$ cat config.mk
export PLATFORM = sky130hd
export DESIGN_NAME = shift_left_sequential
export DESIGN_NICKNAME = d
export VERILOG_FILES = /design/src/rtl/shift_pkg.sv /design/src/rtl/down_counter.sv /design/src/rtl/shift_left_sequential.sv
export SDC_FILE = /design/constraint.sdc
export NUM_CORES = 1
export LEC_CHECK = 0
export BUFFER_PORTS_ARGS = -buffer_cell sky130_fd_sc_hd__buf_2
export CAP_MARGIN = 20
export CORE_UTILIZATION = 40
export CTS_BUF_LIST = sky130_fd_sc_hd__clkbuf_16
export CTS_CLUSTER_SIZE = 40
export DETAILED_ROUTE_END_ITERATION = 7
export PLACE_DENSITY = 0.77
export SLEW_MARGIN = 10
export SYNTH_ARGS = -nofsm -noshare
export SYNTH_HDL_FRONTEND = slang
export SYNTH_SLANG_ARGS = --single-unit
$ cat constraint.sdc
create_clock -name clk -period 2.1 [get_ports clk]
set_input_delay 0.21 -clock clk [delete_from_list [all_inputs] [get_ports clk]]
set_output_delay 0.21 -clock clk [all_outputs]
set_load 0.02 [all_outputs]
$ cat src/rtl/shift_pkg.sv
// Shared types for the sequential shifter family.
// The state enum is common to the left and right variants.
package shift_pkg;

  typedef enum logic [1:0] {
    S_IDLE,
    S_SHIFT,
    S_DONE
  } shift_state_t;

  localparam int SHIFT_N = 32;

endpackage

$ cat src/rtl/down_counter.sv
// Loadable down counter with a "count is one" flag.
// Saturates at zero so it can never wrap around.
module down_counter #(
  parameter int W = 5
) (
  input  logic         clk,
  input  logic         rst,
  input  logic         load,
  input  logic         en,
  input  logic [W-1:0] d,
  output logic         one
);

  logic [W-1:0] count_q;
  logic [W-1:0] count_d;

  // Load has priority; decrement only while nonzero.
  always_comb begin
    count_d = count_q;
    if (load) begin
      count_d = d;
    end else if (en && (count_q != '0)) begin
      count_d = count_q - W'(1);
    end
  end

  // Count register.
  always_ff @(posedge clk or posedge rst) begin
    if (rst) begin
      count_q <= '0;
    end else begin
      count_q <= count_d;
    end
  end

  assign one = (count_q == W'(1));

endmodule

$ cat src/rtl/shift_left_sequential.sv
// Multi-cycle left shifter, one bit per clock, valid/ready on both sides.
// SHIFT_LEFT_SEQUENTIAL_ROTATE_EN adds i_rotate for rotate-left.
module shift_left_sequential
  import shift_pkg::*;
#(
  parameter  int N = SHIFT_N,
  localparam int S = $clog2(N)
) (
  input  logic         clk,
  input  logic         rst,
  input  logic         i_valid,
  output logic         i_ready,
  input  logic [N-1:0] in,
  input  logic [S-1:0] shamt,
`ifdef SHIFT_LEFT_SEQUENTIAL_ROTATE_EN
  input  logic         i_rotate,
`endif
  output logic         o_valid,
  input  logic         o_ready,
  output logic [N-1:0] out,
  output logic         busy
);

  shift_state_t state_q;
  shift_state_t state_d;
  logic [N-1:0] data_q;
  logic [N-1:0] data_d;
  logic [N-1:0] step;
  logic         cnt_load;
  logic         cnt_en;
  logic         cnt_one;

`ifdef SHIFT_LEFT_SEQUENTIAL_ROTATE_EN
  logic rot_q;
  logic rot_d;

  // Rotate mode is latched with the operand at acceptance.
  always_comb begin
    rot_d = rot_q;
    if (state_q == S_IDLE && i_valid) begin
      rot_d = i_rotate;
    end
  end

  // Rotate mode register.
  always_ff @(posedge clk or posedge rst) begin
    if (rst) begin
      rot_q <= 1'b0;
    end else begin
      rot_q <= rot_d;
    end
  end

  assign step = {data_q[N-2:0], rot_q & data_q[N-1]};
`else
  assign step = {data_q[N-2:0], 1'b0};
`endif

  down_counter #(
    .W(S)
  ) u_cnt (
    .clk  (clk),
    .rst  (rst),
    .load (cnt_load),
    .en   (cnt_en),
    .d    (shamt),
    .one  (cnt_one)
  );

  // Next-state and datapath control.
  always_comb begin
    state_d  = state_q;
    data_d   = data_q;
    cnt_load = 1'b0;
    cnt_en   = 1'b0;
    unique case (state_q)
      S_IDLE: begin
        if (i_valid) begin
          data_d   = in;
          cnt_load = 1'b1;
          state_d  = (shamt == '0) ? S_DONE : S_SHIFT;
        end
      end
      S_SHIFT: begin
        data_d = step;
        cnt_en = 1'b1;
        if (cnt_one) begin
          state_d = S_DONE;
        end
      end
      S_DONE: begin
        if (o_ready) begin
          state_d = S_IDLE;
        end
      end
      default: begin
        state_d = S_IDLE;
      end
    endcase
  end

  // State and data registers.
  always_ff @(posedge clk or posedge rst) begin
    if (rst) begin
      state_q <= S_IDLE;
      data_q  <= '0;
    end else begin
      state_q <= state_d;
      data_q  <= data_d;
    end
  end

  assign out     = data_q;
  assign i_ready = (state_q == S_IDLE);
  assign o_valid = (state_q == S_DONE);
  assign busy    = (state_q == S_SHIFT) || (state_q == S_DONE);

endmodule
# After elaboration in Yosys (flattened, before gate mapping)
# Index checks and enable logic that the tools add are counted.
[op_classes] n_mux=12 n_addsub=1 reduce_logical=9 eq_ne=6
[op_table] operator="one-hot mux 32 bit (2 select lines)" n=1
[op_table] operator="two-way mux 32 bit" n=1
[op_table] operator="two-way mux 5 bit" n=2
[op_table] operator="two-way mux 2 bit" n=4
[op_table] operator="one-hot mux 2 bit (3 select lines)" n=1
[op_table] operator="equality test 5 x 1 -> 1 bit (second input constant)" n=1
[op_table] operator="logical NOT 5 bit" n=1
[op_table] operator="nonzero test 5 bit" n=1
[op_table] operator="subtractor 5 x 1 -> 5 bit (second input constant)" n=1
[op_table] operator="inequality test 2 bit (second input constant)" n=2
[op_table] operator="nonzero test 2 bit" n=2
[op_table] operator="two-way mux 1 bit" n=3
[op_table] operator="AND reduction 3 bit" n=1
[op_table] operator="equality test 2 x 1 -> 1 bit (second input constant)" n=1
[op_table] operator="equality test 2 bit (second input constant)" n=1
[op_table] operator="logical NOT 2 bit" n=1
[op_table] operator="inequality test 2 x 1 -> 1 bit (second input constant)" n=1
[op_table] operator="AND reduction 2 bit" n=1
[op_table] operator="logical AND 1 bit" n=1
[op_table] operator="logical OR 1 bit" n=1
[word_totals] ff_bits=39 input_bits=41 elab_cells=31 output_inout_bits=35

# Logic depth before layout (Yosys ltp)
# Gate-level depths: netlist (run 1).
[logic_depth] depth_word=5 depth_mapped=6 mapped_depth_nobuf=5

# Modules after synthesis
# A second synthesis (run 1) with hierarchy kept.
[hier_totals] hier_cells=193 hier_area_um2=2038.2
[by_module_without_submodules] mod="shift_left_sequential" area_each_um2=1696.6 instances=1 cells_each=157 seq_area_each_um2=850.8
[by_module_without_submodules] mod="down_counter" area_each_um2=341.6 instances=1 cells_each=36 seq_area_each_um2=125.1

# Worst setup path before layout (run 1)
# No wires, ideal clock.
[synth_timing] path_type="reg2reg" from="register state_q[0]" to="register data_q[16], in the netlist out[16]" t_required_ns=2.023 t_arrival_ns=1.631 synth_period_minus_slack_ns=1.707 stages_incl_launch_ff=7 path_slack_ns=0.393 path_buffers=1 setup_ns=0.077 path_cell_list="dfrtp_1 > inv_1 > ha_1 > mux2i_4 > buf_6 > nand2_1 > o21ai_1"
[synth_between] elab_chain_len=3 elab_cells_between_ends=6 cone_classes="2 x eq/ne; 1 x mux; 3 x reduce/logical"
[synth_lines] element="start: declaration" line="shift_left_sequential.sv:24" source="shift_state_t state_q;"
[synth_lines] element="start signal: assignment" line="shift_left_sequential.sv:108" source="state_q <= state_d;"
[synth_lines] element="logical NOT 2 bit (*)"
[synth_lines] element="net i_ready" line="shift_left_sequential.sv:12" source="output logic i_ready,"
[synth_lines] element="inequality test 2 bit (no source line) or nonzero test 2 bit (tied branches)"
[synth_lines] element="AND reduction 2 bit (no source line)"
[synth_lines] element="end signal: assignment" line="shift_left_sequential.sv:109" source="data_q <= data_d;"
[synth_lines] element="end: declaration" line="shift_left_sequential.sv:26" source="logic [N-1:0] data_q;"
# The timed path passes the listed nets; every way through them passes the cells marked *.
# A chain may end at the register's enable or synchronous reset.

# Worst setup path in the final report (run 1)
[layout_timing] from="register state_q[1]" to="register data_q[26], in the netlist out[26]"
[layout_between] elab_chain_len=3 elab_cells_between_ends=6 cone_classes="2 x eq/ne; 1 x mux; 3 x reduce/logical"
[layout_lines] element="equality test 2 x 1 -> 1 bit or logical NOT 2 bit (tied branches)" line="shift_left_sequential.sv:76" source="unique case (state_q)"
[layout_lines] element="nonzero test 2 bit (no source line) or inequality test 2 bit (tied branches)"
[layout_lines] element="AND reduction 2 bit (no source line)"
# Parallel ways exist; a longest one is shown, timed or not.

==> results of run 1 <==
## worst max-delay path: stages, from the launching register on
cell and delay (ns):
dfrtp_1 0.39, inv_1 0.09, ha_2 0.40, buf_4 0.37, mux2i_1 0.27, o21ai_2 0.06
## state kept, by name, summed over array words and instances, names as in the netlist
register / cells
out: 32
u_cnt.count_q: 5
state_q: 2
## Yosys cell counts
library cell   n  area, um2
dfrtp_1       39        976
nand2_1       36        135
mux2i_1       32        320
o21ai_2       29        254
inv_1          8       30.0
buf_6          7       78.8
o21ai_0        6       30.0
ha_1           5       62.6
nor2_1         4       15.0
a31oi_1        3       18.8
nand2b_1       3       18.8
nand3_1        3       15.0
nor4b_1        3       26.3
a21oi_1        2       10.0
clkbuf_4       2       15.0
nand3b_1       2       15.0
a31o_2         1       8.76
buf_4          1       7.51
mux2i_4        1       22.5
nor3_1         1       5.00
o21ai_1        1       5.00
o221a_2        1       11.3
o311ai_0       1       8.76
o32a_1         1       10.0
or2b_1         1       7.51
or3_1          1       6.26
or4_1          1       7.51
or4b_1         1       10.0
## worst paths after layout
path,from,to,cells after the start
max in group asynchronous,rst,out[18]$_DFFE_PP0P_,3
min in group clk,shamt[4],u_cnt.count_q[4]$_DFFE_PP0P_,3
worst max register to register,state_q[1]$_DFFE_PP0P_,out[26]$_DFFE_PP0P_,5
worst min register to register,out[31]$_DFFE_PP0P_,out[31]$_DFFE_PP0P_,2
worst min-delay path,rst,out[12]$_DFFE_PP0P_,3
worst max-delay path,state_q[1]$_DFFE_PP0P_,out[26]$_DFFE_PP0P_,5
## metal layers
metal | GRT usage (%) | vias up | share of wire (%)
met2 | 27.7 | 45 | 51
met1 | 20.5 | 799 | 44
met3 | 4.69 | 5 | 4.7
met4 | 3.77 | 0 | 0.79
met5 | 0 | - | 0
li1 | - | 849 | -
## final cells by class
| cell class | instances | area, um2 | area share, % |
|---|---|---|---|
| flip-flops and latches | 39 | 976 | 36.4 |
| inverters | 8 | 30.0 | 1.12 |
| well taps | 70 | 87.6 | 3.26 |
| multi-input cells | 139 | 1030 | 38.2 |
| repair buffers | 80 | 425 | 15.9 |
| clock inverters | 3 | 12.5 | 0.466 |
| clock buffers | 5 | 125 | 4.66 |
## power by group through the flow
stage	registers, uW	clock network [uW]	logic [uW]
after CTS	1430	729	2610
after detailed placement	1430	0	2610
after floorplan	1740	0	1740
after global placement	1430	0	2540
final	1420	708	2570
after global routing	1470	764	2840
## kinds of logic (layout without fill, tap and decap cells)
kind of cell               Yosys count  count (layout)  share of synthesized area, %
and+or+nand+nor                     56              56                          12.3
AOI/OAI and AO/OA                   45              45                          16.7
DFF                                 39              39                          45.8
muxes                               33              33                          16.1
buffers and inverters               18              96                          6.17
adders and majority gates            5               5                          2.94
## stage by stage
step           hold WS, ns  utilization (%)  instances  total power (uW)
2_1_floorplan        0.348                -        196              3480
5_1_grt             0.0979             52.5        344              5080
4_1_cts             0.0661             52.5        344              4770
3_3_place_gp         0.354             49.8        336              3970
6_report            0.0512             52.5        344              4700
3_5_place_dp         0.356             49.8        336              4040
==> results.py, run 1 <==
metrics = {
    "status": {
        "status": "completed",
    },
    "power": {
        "clockPowerShare_pct": 15.1,
        "seq_power_share_pct": 30.3,
        "leakage_uw": 0.00132,
        "p_per_area_mw_per_mm2": 1750,
        "power_frac_comb_pct": 54.6,
        "internal-power_uw": 2590,
        "swShare_pct": 45.0,
        "switchingPower_uw": 2110,
        "ir_drop_mv": 0.939,
    },
    "clocking": {
        "cts_setup_buffers": 0,
        "path_clk_slew_ns": 0.06,
        "clk_root_buffer_cell": "clkbuf_16",
        "cts.sinks": 39,
        "cts_hold_buf": 0,
        "numCtsBuffers": 5,
        "clockBufferDepth": 2,
        "tritoncts": "built",
        "cts-resized-gates": 0,
        "worst_skew_pair.late_latency_ns": 0.27,
        "htreeDepth": 2,
    },
    "place": {
        "pre_cts_slack_ns": 0.379,
        "dpl.hpwl_mm": 3.18,
        "io_buffer_count": 75,
        "place.gp.congestion": 0.782,
        "placed_area_mm2": 0.00254,
    },
    "logic_synthesis": {
        "syn_nets": 242,
        "syn_avg_cell_area_um2": 10.9,
        "synth-seq-cells": 39,
        "yosysUniqueCellTypes": 28,
        "yosysWarnings": 0,
        "synthCells": 196,
        "yosysSeqAreaShare_pct": 45.8,
        "syn_area_mm2": 0.00213,
    },
    "route": {
        "first_pass_iters": 4,
        "drt-initial-drc-count": 73,
        "via_count": 1698,
        "drc_errors": 0,
        "viasPerCell": 4.94,
        "detail-route-antenna-nets": 0,
        "wl_mm": 4.33,
        "wl_per_cell_um": 12.6,
    },
    "die": {
        "dieWidth_um": 75.0,
        "start_util_pct": 41.7,
        "die_h_um": 75.0,
        "pin_count": 76,
        "coreArea_mm2": 0.00511,
        "rows": 26,
        "dieArea_mm2": 0.00562,
    },
    "cells_and_area": {
        "drive_gt1_share_pct": 43.4,
        "nNetsFinal": 319,
        "syn2layout_area_growth_pct": 25.9,
        "mostFrequentLayoutCells": "buf_2 (75), dfrtp_1 (39), nand2_1 (36), mux2i_1 (32), o21ai_2 (29)",
        "n_antenna_cell": 0,
        "fill_cells": 505,
        "fin_area_mm2": 0.00268,
        "final_common_cell": "buf_2",
    },
    "critical_path": {
        "reg2reg_slack_ns": 0.39,
        "path_class": "reg2reg",
        "crit_path_start_kind": "register",
        "cp.arrival_ns": 1.87,
        "crit_path_end_kind": "register",
        "cp_max_fo": 17,
        "cp_data_required_time_ns": 2.26,
    },
    "timing": {
        "skew_ns": 0.00211,
        "finalHoldViolations": 0,
        "worst_pin_slew_ns": 0.489,
        "fin_crit_ns": 1.71,
        "setup-violations-final": 0,
        "drv_slew": 0,
        "tns_ns": 0,
        "fmax_mhz": 586,
        "max-slew-margin-rel_pct": 67.4,
        "setup_ws_ns": 0.392,
        "fin_crit_sh_pct": 81.3,
        "grt_setup_unrepaired": "no",
    },
    "global_routing": {
        "track_usage_pct": 16.3,
        "grt_pass1_wl_mm": 6.89,
        "antenna_found_initial": 0,
        "overflow": 0,
        "grt_max_degree": 45,
        "grt_pass1_vias": 1542,
    },
    "hold_path": {
        "hp-class": "in2async",
    },
    "run": {
        "cap_viol_max_count": 0,
    },
}
Power figures use the tool's default switching activity.
==> run 2, diff against run 1 <==
- clock period: 2.1 -> 1.7 ns (I/O delays scaled with it)
==> run 2 against run 1 <==
The flow now finishes with violations (negative hold slack); clock power up 25%; cell area increased by 1.2%; total power grew 25%; global-route usage increased by 0.42 points; die area unchanged; worst hold slack got worse by 0.053 ns; critical path depth stayed put; clock skew grew 0.0029 ns; critical endpoint is now out[15]$_DFFE_PP0P_; largest cell class unchanged.
==> results.py, run 2 (same netlist as run 1, synthesis figures left out) <==
metrics = {
    "clocking": {
        "clockBufferDepth": 2,
        "clk_root_buffer_cell": "clkbuf_16",
        "cts_setup_buffers": 0,
        "cts-resized-gates": 0,
        "cts.sinks": 39,
        "worst_skew_pair.late_latency_ns": 0.28,
        "path_clk_slew_ns": 0.06,
        "cts_hold_buf": 0,
        "htreeDepth": 2,
        "numCtsBuffers": 5,
        "tritoncts": "built",
    },
    "route": {
        "viasPerCell": 4.81,
        "first_pass_iters": 4,
        "wl_per_cell_um": 12.4,
        "drc_errors": 0,
        "detail-route-antenna-nets": 0,
        "via_count": 1661,
        "wl_mm": 4.28,
        "drt-initial-drc-count": 126,
    },
    "global_routing": {
        "antenna_found_initial": 0,
        "grt_pass1_wl_mm": 7.08,
        "grt_pass1_vias": 1550,
        "overflow": 0,
        "grt_max_degree": 40,
        "track_usage_pct": 16.7,
    },
    "critical_path": {
        "crit_path_start_kind": "register",
        "cpMaxStageDelayCell": "dfrtp_1",
        "cp_max_fo": 34,
        "cp.arrival_ns": 1.76,
        "cp_data_required_time_ns": 1.85,
        "crit_path_end_kind": "register",
        "path_class": "reg2reg",
        "crit_path_max_incr_delay_ns": 0.38,
        "cp_top_family": "flip-flops",
        "crit_buf_inv": 2,
        "worstPathCellList": "inv_1 > ha_2 > mux2i_4 > buf_12 > o21ai_0",
    },
    "timing": {
        "setup-violations-final": 0,
        "fin_crit_ns": 1.61,
        "fin_hold_ws_ns": -0.00215,
        "max-slew-margin-rel_pct": 67.6,
        "grt_setup_unrepaired": "yes",
        "fmax_mhz": 621,
        "finalHoldViolations": 6,
        "drv_slew": 0,
        "worst_pin_slew_ns": 0.487,
        "skew_ns": 0.00505,
        "fin_crit_sh_pct": 94.7,
    },
    "cells_and_area": {
        "utilization_pct": 53.1,
        "mostFrequentLayoutCells": "buf_2 (75), dfrtp_1 (39), nand2_1 (36), mux2i_1 (32), o21ai_2 (29)",
        "fin_area_mm2": 0.00271,
        "syn2layout_area_growth_pct": 27.4,
        "fin_cells": 345,
        "nNetsFinal": 320,
        "drive_gt1_share_pct": 45.1,
        "final_common_cell": "buf_2",
        "n_antenna_cell": 0,
        "largest_reg_flops": 32,
    },
    "power": {
        "ir_drop_mv": 1.14,
        "p_total_uw": 5890,
        "p_per_area_mw_per_mm2": 2170,
        "leakage_uw": 0.00132,
    },
    "die": {
        "pin_count": 76,
        "dieArea_mm2": 0.00562,
        "die_h_um": 75.0,
        "dieWidth_um": 75.0,
        "coreArea_mm2": 0.00511,
        "rows": 26,
        "start_util_pct": 41.7,
    },
    "place": {
        "place.gp.congestion": 0.841,
        "io_buffer_count": 75,
        "placed_cells": 337,
        "placed_area_mm2": 0.00257,
        "dpl.hpwl_mm": 3.18,
    },
    "status": {
        "status": "complete, but fails checks",
        "violations": "negative hold slack",
    },
    "hold_path": {
        "hp-class": "in2async",
    },
    "run": {
        "cap_viol_max_count": 0,
    },
}
[run 2: cell count changes in the layout (fill, tap and decap cells not counted), sizes merged]
cell / previous run / this run
clkinv: 1 / 4
inv: 10 / 7
buf: 80 / 81
[run 2: metrics by stage]
| stage | setup slack (ns) | setup TNS, ns |
|---|---|---|
| 2_1_floorplan | 0.123 | 0 |
| 3_3_place_gp | 0.171 | 0 |
| 3_5_place_dp | 0.121 | 0 |
| 4_1_cts | 0.0973 | 0 |
| 5_1_grt | -0.0158 | -0.0192 |
| 6_report | 0.0898 | 0 |
[run 2: power breakdown]
group          internal, uW  switching, uW  leakage [uW]
Sequential             1400            383      0.000482
Clock                   534            348     0.0000733
Combinational          1330           1900      0.000765
[run 2: path summary, 6_finish.rpt]
path | from | endpoint | slack (ns) | cells past startpoint
worst max-delay path | state_q[0]$_DFFE_PP0P_ | out[15]$_DFFE_PP0P_ | 0.09 | 5
worst min-delay path | rst | out[13]$_DFFE_PP0P_ | -0.002 | 3
worst max register to register | state_q[0]$_DFFE_PP0P_ | out[15]$_DFFE_PP0P_ | 0.09 | 5
worst min register to register | out[4]$_DFFE_PP0P_ | out[4]$_DFFE_PP0P_ | 0.50 | 2
max in group asynchronous | rst | out[29]$_DFFE_PP0P_ | 1.37 | 3
min in group clk | shamt[4] | u_cnt.count_q[4]$_DFFE_PP0P_ | 0.14 | 3
[run 2: layer usage]
metal | wire length, um | global-route usage (%) | share of wire (%) | vias to the layer above
met3 | 238 | 4.02 | 5.6 | 5
li1 | - | - | - | 853
met4 | 37 | 5.03 | 0.87 | 0
met1 | 1930 | 22.1 | 45 | 756
met2 | 2070 | 27.2 | 48 | 47
met5 | 0 | 0 | 0 | -
[run 2: worst min-delay path, delay by kind of cell]
family | cells | cell delay [ns]
buffers and inverters | 3 | 0.54
[run 2: area by class of cell]
type,instances,area [um2]
flip-flops and latches,39,976
multi-input cells,139,1030
well taps,70,87.6
clock inverters,3,15.0
fillers,467,2390
repair buffers,81,445
clock buffers,5,125
inverters,8,30.0
